[src/rtl/regfile_xfer_engine_pkg.sv]
// Shared types for the register-file transfer engine: FSM state encoding
// and the Mode input values.
package regfile_xfer_engine_pkg;

    typedef enum logic [1:0] {
        ST_IDLE = 2'd0,
        ST_DUMP = 2'd1,
        ST_LOAD = 2'd2,
        ST_DONE = 2'd3
    } xferState_e;

    localparam logic MODE_DUMP = 1'b0;
    localparam logic MODE_LOAD = 1'b1;

endpackage

[src/rtl/regfile_xfer_engine_addr_counter.sv]
// Loadable register-address up-counter with an equal-to-last flag; tracks
// the current register of a dump or load sweep.
module xfer_addr_counter #(
    parameter int ADDR_W = 5
) (
    input  logic              clk_i,
    input  logic              rst_i,
    input  logic              load_i,
    input  logic [ADDR_W-1:0] loadVal_i,
    input  logic              inc_i,
    input  logic [ADDR_W-1:0] last_i,
    output logic [ADDR_W-1:0] count_o,
    output logic              atLast_o
);

    logic [ADDR_W-1:0] countQ;
    logic [ADDR_W-1:0] countD;

    // Load takes priority; the range check upstream keeps increments from wrapping.
    always_comb begin
        countD = countQ;
        if (load_i) begin
            countD = loadVal_i;
        end else if (inc_i) begin
            countD = countQ + ADDR_W'(1);
        end
    end

    always_ff @(posedge clk_i) begin
        if (rst_i) begin
            countQ <= '0;
        end else begin
            countQ <= countD;
        end
    end

    assign count_o  = countQ;
    assign atLast_o = (countQ == last_i);

endmodule

[src/rtl/regfile_xfer_engine.sv]
// Register-file bus master: dumps a register range onto a valid/ready stream
// or loads a range from one, while owning the register-file ports (Busy=1).
module regfile_xfer_engine
    import regfile_xfer_engine_pkg::*;
#(
    parameter int ADDR_W = 5,
    parameter int DATA_W = 32
) (
    input  logic              Clk,
    input  logic              Rst,
    input  logic              Start,
    input  logic              Mode,
    input  logic [ADDR_W-1:0] FirstAddr,
    input  logic [ADDR_W-1:0] LastAddr,
    output logic              Busy,
    output logic              Done,
    output logic              Err,
    output logic [ADDR_W:0]   WordCount,
    output logic [ADDR_W-1:0] RfAdr1,
    input  logic [DATA_W-1:0] RfDout1,
    output logic [ADDR_W-1:0] RfAwr,
    output logic [DATA_W-1:0] RfDin,
    output logic              RfWrEn,
    output logic [DATA_W-1:0] OutData,
    output logic              OutValid,
    input  logic              OutReady,
    input  logic [DATA_W-1:0] InData,
    input  logic              InValid,
    output logic              InReady
);

    xferState_e        stateQ, stateD;
    logic              dumpFirstQ, dumpFirstD;
    logic              errQ, errD;
    logic [ADDR_W:0]   wcQ, wcD;
    logic [DATA_W-1:0] outDataQ, outDataD;
    logic              outValidQ, outValidD;
    logic [ADDR_W-1:0] lastQ, lastD;

    logic              ctrLoad;
    logic              ctrInc;
    logic [ADDR_W-1:0] cur;
    logic              curAtLast;
    logic              outHs;
    logic              loadBeat;

    xfer_addr_counter #(
        .ADDR_W (ADDR_W)
    ) uCur (
        .clk_i     (Clk),
        .rst_i     (Rst),
        .load_i    (ctrLoad),
        .loadVal_i (FirstAddr),
        .inc_i     (ctrInc),
        .last_i    (lastQ),
        .count_o   (cur),
        .atLast_o  (curAtLast)
    );

    // In DUMP, cur is the address of the word held in OutData; each
    // refill reads cur+1 so the next word is ready on the handshake edge.
    always_comb begin
        stateD     = stateQ;
        dumpFirstD = 1'b0;
        errD       = errQ;
        wcD        = wcQ;
        outDataD   = outDataQ;
        outValidD  = outValidQ;
        lastD      = lastQ;
        ctrLoad    = 1'b0;
        ctrInc     = 1'b0;
        outHs      = 1'b0;
        loadBeat   = 1'b0;

        case (stateQ)
            ST_IDLE: begin
                if (Start) begin
                    ctrLoad = 1'b1;
                    lastD   = LastAddr;
                    wcD     = '0;
                    if (FirstAddr > LastAddr) begin
                        errD   = 1'b1;
                        stateD = ST_DONE;
                    end else begin
                        errD       = 1'b0;
                        stateD     = (Mode == MODE_LOAD) ? ST_LOAD : ST_DUMP;
                        dumpFirstD = (Mode == MODE_DUMP);
                    end
                end
            end
            ST_DUMP: begin
                outHs = outValidQ & OutReady;
                if (outHs) begin
                    wcD = wcQ + (ADDR_W+1)'(1);
                end
                if (dumpFirstQ || (outHs && !curAtLast)) begin
                    outDataD  = RfDout1;
                    outValidD = 1'b1;
                    ctrInc    = outHs;
                end else if (outHs) begin
                    outValidD = 1'b0;
                    stateD    = ST_DONE;
                end
            end
            ST_LOAD: begin
                loadBeat = InValid;
                if (InValid) begin
                    wcD = wcQ + (ADDR_W+1)'(1);
                    if (curAtLast) begin
                        stateD = ST_DONE;
                    end else begin
                        ctrInc = 1'b1;
                    end
                end
            end
            ST_DONE: begin
                stateD = ST_IDLE;
            end
            default: begin
                stateD = ST_IDLE;
            end
        endcase
    end

    always_ff @(posedge Clk) begin
        if (Rst) begin
            stateQ     <= ST_IDLE;
            dumpFirstQ <= 1'b0;
            errQ       <= 1'b0;
            wcQ        <= '0;
            outDataQ   <= '0;
            outValidQ  <= 1'b0;
            lastQ      <= '0;
        end else begin
            stateQ     <= stateD;
            dumpFirstQ <= dumpFirstD;
            errQ       <= errD;
            wcQ        <= wcD;
            outDataQ   <= outDataD;
            outValidQ  <= outValidD;
            lastQ      <= lastD;
        end
    end

    assign RfAdr1    = dumpFirstQ ? cur : (cur + ADDR_W'(1));
    assign RfAwr     = cur;
    assign RfDin     = InData;
    // R0 is hard-wired zero, and a reset edge must never coincide with a write.
    assign RfWrEn    = loadBeat & (cur != '0) & ~Rst;
    assign InReady   = (stateQ == ST_LOAD);
    assign Busy      = (stateQ == ST_DUMP) || (stateQ == ST_LOAD);
    assign Done      = (stateQ == ST_DONE);
    assign Err       = Done & errQ;
    assign WordCount = wcQ;
    assign OutData   = outDataQ;
    assign OutValid  = outValidQ;

endmodule

[config.mk]
export PLATFORM = sky130hd
export DESIGN_NAME = regfile_xfer_engine
export DESIGN_NICKNAME = d
export VERILOG_FILES = /design/src/rtl/regfile_xfer_engine_pkg.sv /design/src/rtl/regfile_xfer_engine_addr_counter.sv /design/src/rtl/regfile_xfer_engine.sv
export SDC_FILE = /design/constraint.sdc
export NUM_CORES = 1
export LEC_CHECK = 0
export CORE_MARGIN = 3
export CORE_UTILIZATION = 35
export CTS_BUF_LIST = sky130_fd_sc_hd__clkbuf_4 sky130_fd_sc_hd__clkbuf_8
export DETAILED_ROUTE_END_ITERATION = 6
export GPL_ROUTABILITY_DRIVEN = 1
export GPL_TIMING_DRIVEN = 0
export PLACE_DENSITY = 0.83
export SLEW_MARGIN = 20
export SYNTH_ARGS = -nofsm -noshare
export SYNTH_HDL_FRONTEND = slang
export SYNTH_SLANG_ARGS = --single-unit
[constraint.sdc]
create_clock -name Clk -period 4.8 [get_ports Clk]
set_clock_uncertainty 0.2 [all_clocks]
set_input_delay 0.96 -clock Clk [delete_from_list [all_inputs] [get_ports Clk]]
set_output_delay 0.96 -clock Clk [all_outputs]
set_load 0.01 [all_outputs]
==> results.sh <==
export IMPL_routedWlPerCell_um=14.2
export IMPL_viasPerCell=4.91
export IMPL_cts_hold_buf=0
export IMPL_yosysTopAreaCellShare_pct=35.1
export IMPL_n_fill_cell=749
export IMPL_hold_viol=0
export IMPL_row_count=33
export IMPL_slew_viol_final=0
export IMPL_numPortBuffers=133
export IMPL_period_share_pct=77.8
export IMPL_setup_violations=0
export IMPL_hp_class="register to register"
export IMPL_synth_area_per_cell_um2=8.38
export IMPL_cts_num_sinks=53
export IMPL_synth_cell_types=49
export IMPL_p_clk_share_pct=18.5
export IMPL_swShare_pct=36.6
export IMPL_area_delta_synth_final_pct=51.4
export IMPL_antenna_found_initial=0
export IMPL_drtIter0Drc=130
export IMPL_vias=2983
export IMPL_worstPathCellList="clkdlybuf4s50_1 > clkbuf_1 > nor3_1 > clkdlybuf4s50_1"
export IMPL_io_pins=166
export IMPL_netlist_instances=361
export IMPL_grt_pass1_wl_mm=14.0
export IMPL_synth_edf_count=0
export IMPL_synth_common_cells="nand2_1 (91), dfxtp_1 (53), mux2i_1 (34)"
export IMPL_finalSetupTns_ns=0
export IMPL_total_leakage_power_nw=1.78
export IMPL_critPathSlowestCell="clkdlybuf4s50_1"
export IMPL_drt_total_wl_mm=8.60
export IMPL_power_switching_mw=0.525
export IMPL_clkTransAtPathRegs_ns=0.11
export IMPL_cts_tree="yes"
export IMPL_cellPowerDensity_nw_per_um2=313
export IMPL_p_comb_share_pct=44.1
export IMPL_clock_latency_ns=0.31
export IMPL_coreArea_um2=8300
export IMPL_cap_violations=0
export IMPL_end_kind="output pin"
export IMPL_whs_ns=0.267
export IMPL_die_w_um=99.0
export IMPL_gp_congestion=0.901
export IMPL_drc=0
export IMPL_post_cts_buffers=0
export IMPL_grt_start_max_net_pins=19
export IMPL_h_tree_depth=2
export IMPL_rsz0062_at_grt="no"
export IMPL_vdd_drop_max_mv=0.169
export IMPL_crit_family="buffers and inverters"
export IMPL_start_kind="primary input"
export IMPL_die_y_um=99.0
export IMPL_async_flop_share_pct=0
export IMPL_path_common_cell="clkdlybuf4s50_1"
export IMPL_synth_seq_cells=53
export IMPL_ant_nets=0
export IMPL_relSlewSlack_pct=64.6
export IMPL_ys_seq_area_share_pct=35.1
export IMPL_p_seq_share_pct=37.4
export IMPL_track_usage_pct=17.2
export IMPL_criticalPathCategory="primary input to output pin"
export IMPL_synth_most_common_cell="nand2_1"
export IMPL_worst_pin_slew_ns=0.531
export IMPL_firstDrtPassIters=4
export IMPL_p_int_mw=0.910
export IMPL_power_total_mw=1.44
export IMPL_cts_root_buf="clkbuf_8"
export IMPL_post_route_min_period_ns=3.73
export IMPL_clock_path_buffers=2
export IMPL_critPathMaxFanout=10
export IMPL_antenna_cells=0
export IMPL_cp_arrival_ns=2.57
export IMPL_cts_made_buffers=5
export IMPL_nNetsFinal=594
export IMPL_syn_area_um2=3030
export IMPL_start_util_pct=36.5
export IMPL_yosys_top_cells_area="dfxtp_1 (35%), nand2_1 (11%), mux2i_1 (11%)"
export IMPL_cts_repair_resized=0
export IMPL_drive_above_1_share_pct=11.4
export IMPL_yosys_warnings=0
export IMPL_overflow=0
export IMPL_synthFlopType="dfxtp_1"
export IMPL_worstPathRequired_ns=3.64
export IMPL_status="complete, no violations"
export IMPL_seq_area_um2=1060
export IMPL_synth_nets=454
export IMPL_multi_input_area_um2=1550
export IMPL_slowest_delay_ns=0.54
export IMPL_dieArea_um2=9800
export IMPL_max_freq_mhz=268
export IMPL_first_global_vias=2937
export IMPL_cp_buffers_inverters=3
export IMPL_yosys_area_top_type="dfxtp_1"
export IMPL_hpwl_mm=6.86
==> state kept, by name (all words and copies together), names as in the netlist <==
name / count
stateQ: 2
WordCount: 6
errQ: 1
lastQ: 5
dumpFirstQ: 1
OutData: 32
uCur.count_o: 5
OutValid: 1
==> worst reg2reg max path, stage by stage (launching register included) <==
cell and delay, ns:
dfxtp_1 0.42, inv_1 0.09, ha_1 0.32, clkbuf_1 0.34
nand4_1 0.19, a21oi_1 0.35, nor4_1 0.11, a2111oi_1 0.35
==> final timing paths <==
| check | start | end | slack (ns) | depth (start not counted) |
|---|---|---|---|---|
| worst max register to register | stateQ[0] | uCur.count_o[0] | 2.35 | 7 |
| worst max-delay path | Rst | RfWrEn | 1.07 | 4 |
| worst min-delay path | OutData[22] | OutData[22] | 0.27 | 2 |
| worst min register to register | OutData[22] | OutData[22] | 0.27 | 2 |
==> metrics by stage <==
| step | util (%) | instances | area, µm² | worst slack [ns] |
|---|---|---|---|---|
| global route | 55.2 | 607 | 4580 | 1.01 |
| detailed placement | 54.1 | 599 | 4490 | 1.07 |
| CTS | 55.2 | 607 | 4580 | 1.07 |
| finish | 55.2 | 607 | 4580 | 1.07 |
| global placement | 54.1 | 599 | 4490 | 1.09 |
| floorplan | - | 361 | 3030 | 2.18 |
==> layout by cell type (no fill, tap or decap), types with 5 or more instances in the layout <==
master           instances
buf_4                   33
nand3_1                 13
o21ai_0                 11
nand2_1                 91
xor2_1                   7
clkbuf_1                12
nor2_1                   5
mux2i_1                 34
ha_1                    13
dfxtp_1                 53
a21oi_1                 16
clkbuf_8                 5
inv_1                   11
clkdlybuf4s50_1        133
==> per-layer routing <==
layer / global-route usage, % / up-vias / routed length, µm
met3: 3.68 / 12 / 644
li1: - / 1462 / -
met4: 4.73 / 0 / 91
met1: 21.9 / 1383 / 3640
met5: 0 / - / 0
met2: 29.3 / 126 / 4220
==> layout make-up <==
cell class | count | share of cell area (%)
buffer | 51 | 8.14
clock buffer | 5 | 1.50
clock inverter | 3 | 0.546
inverter | 12 | 0.983
multi-input combinational | 245 | 33.8
sequential | 53 | 23.2
tap | 105 | 2.87
timing repair buffer | 133 | 29.0
==> cells by family after synthesis <==
| family | Yosys count | synth area share [%] |
|---|---|---|
| XOR/XNOR | 9 | 2.60 |
| multiplexers | 35 | 11.6 |
| buffers and inverters | 63 | 13.8 |
| flip-flops | 53 | 35.1 |
| adder cells (fa/ha/maj) | 13 | 5.37 |
| AND/OR/NAND/NOR | 143 | 21.9 |
| AO/OA/AOI/OAI | 45 | 9.67 |
==> power groups by stage <==
stage               clock network (mW)  registers, mW  logic, mW
finish                           0.266          0.536      0.633
global route                     0.296          0.541      0.694
CTS                              0.277          0.536      0.635
detailed placement                   0          0.546      0.631
global placement                     0          0.545      0.617
floorplan                            0          0.545      0.368
(Power assumes the default switching activity.)
==> RTL edit 1: new RTL, config.mk and constraints unchanged <==
Put a register stage on the output `Err`, with the module's reset. The value now appears one clock later. The other outputs are not delayed to match.
--- a/src/rtl/regfile_xfer_engine.sv
+++ b/src/rtl/regfile_xfer_engine.sv
@@ -150,7 +150,13 @@
     assign InReady   = (stateQ == ST_LOAD);
     assign Busy      = (stateQ == ST_DUMP) || (stateQ == ST_LOAD);
     assign Done      = (stateQ == ST_DONE);
-    assign Err       = Done & errQ;
+    always_ff @(posedge Clk) begin
+        if (Rst) begin
+            Err <= '0;
+        end else begin
+            Err <= Done & errQ;
+        end
+    end
     assign WordCount = wcQ;
     assign OutData   = outDataQ;
     assign OutValid  = outValidQ;
Formal check against the unedited RTL: not equivalent (Yosys sat finds a counterexample within 4 cycles, from zero or initial values and one cycle with Rst high).
==> RTL edit 1 against the unedited design <==
Wire length rose by 1.7%; design area grew 0.55%; worst setup slack improved by 0.0062 ns; sequential cell count increased by 1; synthesized area rose by 0.79%; total power up 0.83%; cell count rose by 0.33%; synthesized cell count grew 0.55%.
==> RTL edit 1: results (changes against the unedited design) <==
met2 WL=4.39 mm (was 4.22 mm); Initial DRC Count=75 (was 130); Synth Area in Compound Gates=9.60% (was 9.67%); Mapped Cells=363 (was 361); status=complete, no violations (unchanged); buffering overhead=37.1% (was 37.2%); Pleak=1.79 nW (was 1.78 nW); DRT met1 WL=3.71 mm (was 3.64 mm); gr usage total=17.0% (was 17.2%); Int Pwr=0.000919 W (was 0.000910 W); slew margin rel.=64.4% (was 64.6%); Synth Area in XOR/XNOR=2.58% (was 2.60%); WHS Endpoint=OutData[26] (was OutData[22]); Final clock-cell share=2.06% (was 2.05%); Hold WS=0.265 ns (was 0.267 ns); Synth Area in Adders=5.33% (was 5.37%); DR WL met3=557 um (was 644 um); count of different cell masters after synthesis=48 (was 49); Final Cell Area=4610 um2 (was 4580 um2); mux cell area share after synthesis=11.5% (was 11.6%); Die ar.=9870 um2 (was 9800 um2); share of cells above drive strength 1=11.1% (was 11.4%); Power Dens Cells=314 nW/um2 (was 313 nW/um2); first-pass GRT wire length=13.9 mm (was 14.0 mm); commonest cells in the netlist=nand2_1, dfxtp_1, mux2i_1, buf_4, a21oi_1 (unchanged); Via density=4.85 (was 4.91); R2R Setup Slk=2.27 ns (was 2.35 ns); WL per Instance=14.4 um (was 14.2 um); Post-DP Area=4510 um2 (was 4490 um2); top cells by area, synth=dfxtp_1, nand2_1, mux2i_1 (unchanged); Max VDD drop=208 uV (was 169 uV); Layout Nets=596 (was 594); vias in the first global route=2934 (was 2937)
## RTL edit 1: cell count changes after synthesis
cell / unedited run / this run
dfxtp_1: 53 / 54
buf_1: 1 / 2
and2_1: 2 / 1
and3_1: 2 / 3
inv_2: 1 / 0
inv_1: 11 / 12
## RTL edit 1: tightest hold or removal path, cell delays in order (launching register included)
cell,delay [ns]
dfxtp_1,0.33
nand2_1,0.05
mux2i_1,0.05
## RTL edit 1: how the worst max path moves through the flow
| stage | from | to | slack, ns | depth (start not counted) |
|---|---|---|---|---|
| floorplan | Rst | RfWrEn | 2.18 | 2 |
| global placement | Rst | RfWrEn | 1.08 | 4 |
| detailed placement | Rst | RfWrEn | 1.09 | 4 |
| CTS | Rst | RfWrEn | 1.08 | 4 |
| global route | Rst | RfWrEn | 1.01 | 4 |
| finish | Rst | RfWrEn | 1.07 | 4 |
## RTL edit 1: routing by layer
metal	GRT usage [%]	vias up
li1	-	1475
met3	3.16	9
met5	0	-
met1	20.7	1370
met2	30.5	102
met4	4.62	0
==> RTL edit 2: new RTL, config.mk and constraints unchanged <==
Without the edit above. `ADDR_W` is set to 5 in 2 places; all go to 4.
--- a/src/rtl/regfile_xfer_engine_addr_counter.sv
+++ b/src/rtl/regfile_xfer_engine_addr_counter.sv
@@ -1,7 +1,7 @@
 // Loadable register-address up-counter with an equal-to-last flag; tracks
 // the current register of a dump or load sweep.
 module xfer_addr_counter #(
-    parameter int ADDR_W = 5
+    parameter int ADDR_W = 4
 ) (
     input  logic              clk_i,
     input  logic              rst_i,
--- a/src/rtl/regfile_xfer_engine.sv
+++ b/src/rtl/regfile_xfer_engine.sv
@@ -3,7 +3,7 @@
 module regfile_xfer_engine
     import regfile_xfer_engine_pkg::*;
 #(
-    parameter int ADDR_W = 5,
+    parameter int ADDR_W = 4,
     parameter int DATA_W = 32
 ) (
     input  logic              Clk,
Ports: changed (5 resized); port bits go from 166 to 161. No check against the original RTL was run, so the function may have changed too.
==> RTL edit 2 against the unedited design <==
Wire length is 21% lower; synthesized area is 14% lower; combinational power is 22% lower; total power is 10% lower; critical path depth stayed put; die area is 14% lower; worst setup slack better by 0.17 ns; design area is 11% lower; hold slack better by 0.0031 ns; sequential cell count is 3 lower; sequential share of layout area is 1.3 points higher; clock power is 15% higher.
==> RTL edit 2: results (changes against the unedited design) <==
commonest cells in the netlist=dfxtp_1, nor2_1, buf_4, mux2i_1, nand2_1 (was nand2_1, dfxtp_1, mux2i_1, buf_4, a21oi_1); async set-reset flop share out of synthesis=0% (unchanged); slew margin rel.=64.9% (was 64.6%); status=complete, no violations (unchanged); H-tree levels=2 (unchanged); R2R Setup Slk=2.38 ns (was 2.35 ns); first-pass GRT wire length=11.3 mm (was 14.0 mm); fillers=637 (was 749); largest net degree at the start of global routing=18 (was 19); Pleak=1.81 nW (was 1.78 nW); count of different cell masters after synthesis=37 (was 49); Worst EP arrival=2.41 ns (was 2.57 ns); Sw Pwr=0.000418 W (was 0.000525 W); syn nets=371 (was 454); Post-CTS Setup Inserts=0 (unchanged); CP Max Fanout=3 (was 10); top cells by area, synth=dfxtp_1, mux2i_1, buf_4 (was dfxtp_1, nand2_1, mux2i_1); port bufs=127 (was 133); Mapped Cells=281 (was 361); Diodes inserted=0 (unchanged); vias in the first global route=2489 (was 2937); Via density=4.63 (was 4.91); Post-Syn Area=2590 um2 (was 3030 um2); Seq/Total Area, Yosys=38.6% (was 35.1%); Max VDD drop=182 uV (was 169 uV); Initial DRC Count=72 (was 130); PostCTS Resize Cnt=0 (unchanged); clk_lat worst skew=about 0.30 ns; setup_tns=0 ns (unchanged); Final Non-Filler Cells=512 (was 607); detailed placer's ending HPWL=5.55 mm (was 6.86 mm); Largest register FFs=32 (unchanged); Clk pin slew, worst setup/hold paths=0.09 ns (was 0.11 ns); worst hold path type=flip-flop to flip-flop (unchanged); CTS Root Buffer Type=clkbuf_8 (unchanged); gr usage total=16.1% (was 17.2%); WL final=6.79 mm (was 8.60 mm); initial antenna violation count=0 (unchanged); drt first pass iters=4 (unchanged); placed insts=504 (was 599); worst hold stages=2 (unchanged); Yosys top cell area share=38.6% (was 35.1%); Yosys warning count=0 (unchanged); GP Congestion=0.770 (was 0.901); share of cells above drive strength 1=12.0% (was 11.4%)
==> RTL edit 2: worst paths after layout <==
check                               start      endpoint
worst min-delay path                 errQ          errQ
worst max register to register  stateQ[0]  WordCount[3]
worst max-delay path              InValid        RfWrEn
worst min register to register       errQ          errQ
==> RTL edit 2: routing by layer <==
metal / vias up / routed length, um / global-route usage (%)
met5: - / 0 / 0
met4: 0 / 89 / 3.47
met3: 8 / 701 / 6.15
met2: 102 / 3380 / 29.1
met1: 1077 / 2620 / 17.9
li1: 1186 / - / -
==> RTL edit 2: logic make-up after synthesis <==
logic type / Yosys count / synth area share, %
fa+ha+maj: 12 / 5.80
buf+inv: 55 / 13.5
compound gates: 34 / 10.3
simple gates: 84 / 14.3
mux: 36 / 14.1
flops: 50 / 38.6
xor+xnor: 10 / 3.38
==> RTL edit 2: area by class of cell <==
class	instances	share of cell area, %
buffer	44	7.51
sequential	50	24.4
tap	96	2.93
timing repair buffer	127	31.0
multi-input combinational	176	30.3
clock inverter	3	1.16
inverter	11	1.01
clock buffer	5	1.68
==> RTL edit 2: stage by stage <==
step | instance area [um2] | hold WS [ns] | util [%] | setup slack, ns
after floorplan | 2590 | 0.232 | - | 2.03
after global placement | 3980 | 0.255 | 57.0 | 1.24
after detailed placement | 3980 | 0.252 | 57.0 | 1.23
after CTS | 4100 | 0.270 | 58.7 | 1.23
after global routing | 4100 | 0.302 | 58.7 | 1.18
final | 4100 | 0.270 | 58.7 | 1.23
==> RTL edit 2: power by group through the flow <==
stage | registers (W) | clock network (W) | logic (W)
2_1_floorplan | 0.000502 | 0 | 0.000281
3_3_place_gp | 0.000500 | 0 | 0.000485
3_5_place_dp | 0.000502 | 0 | 0.000496
4_1_cts | 0.000492 | 0.000317 | 0.000499
5_1_grt | 0.000499 | 0.000329 | 0.000550
6_report | 0.000492 | 0.000305 | 0.000494
==> RTL edit 2: critical path: stages <==
cell,delay (ns)
clkdlybuf4s50_1,0.51
nand2_1,0.08
a211oi_1,0.26
clkdlybuf4s50_1,0.60
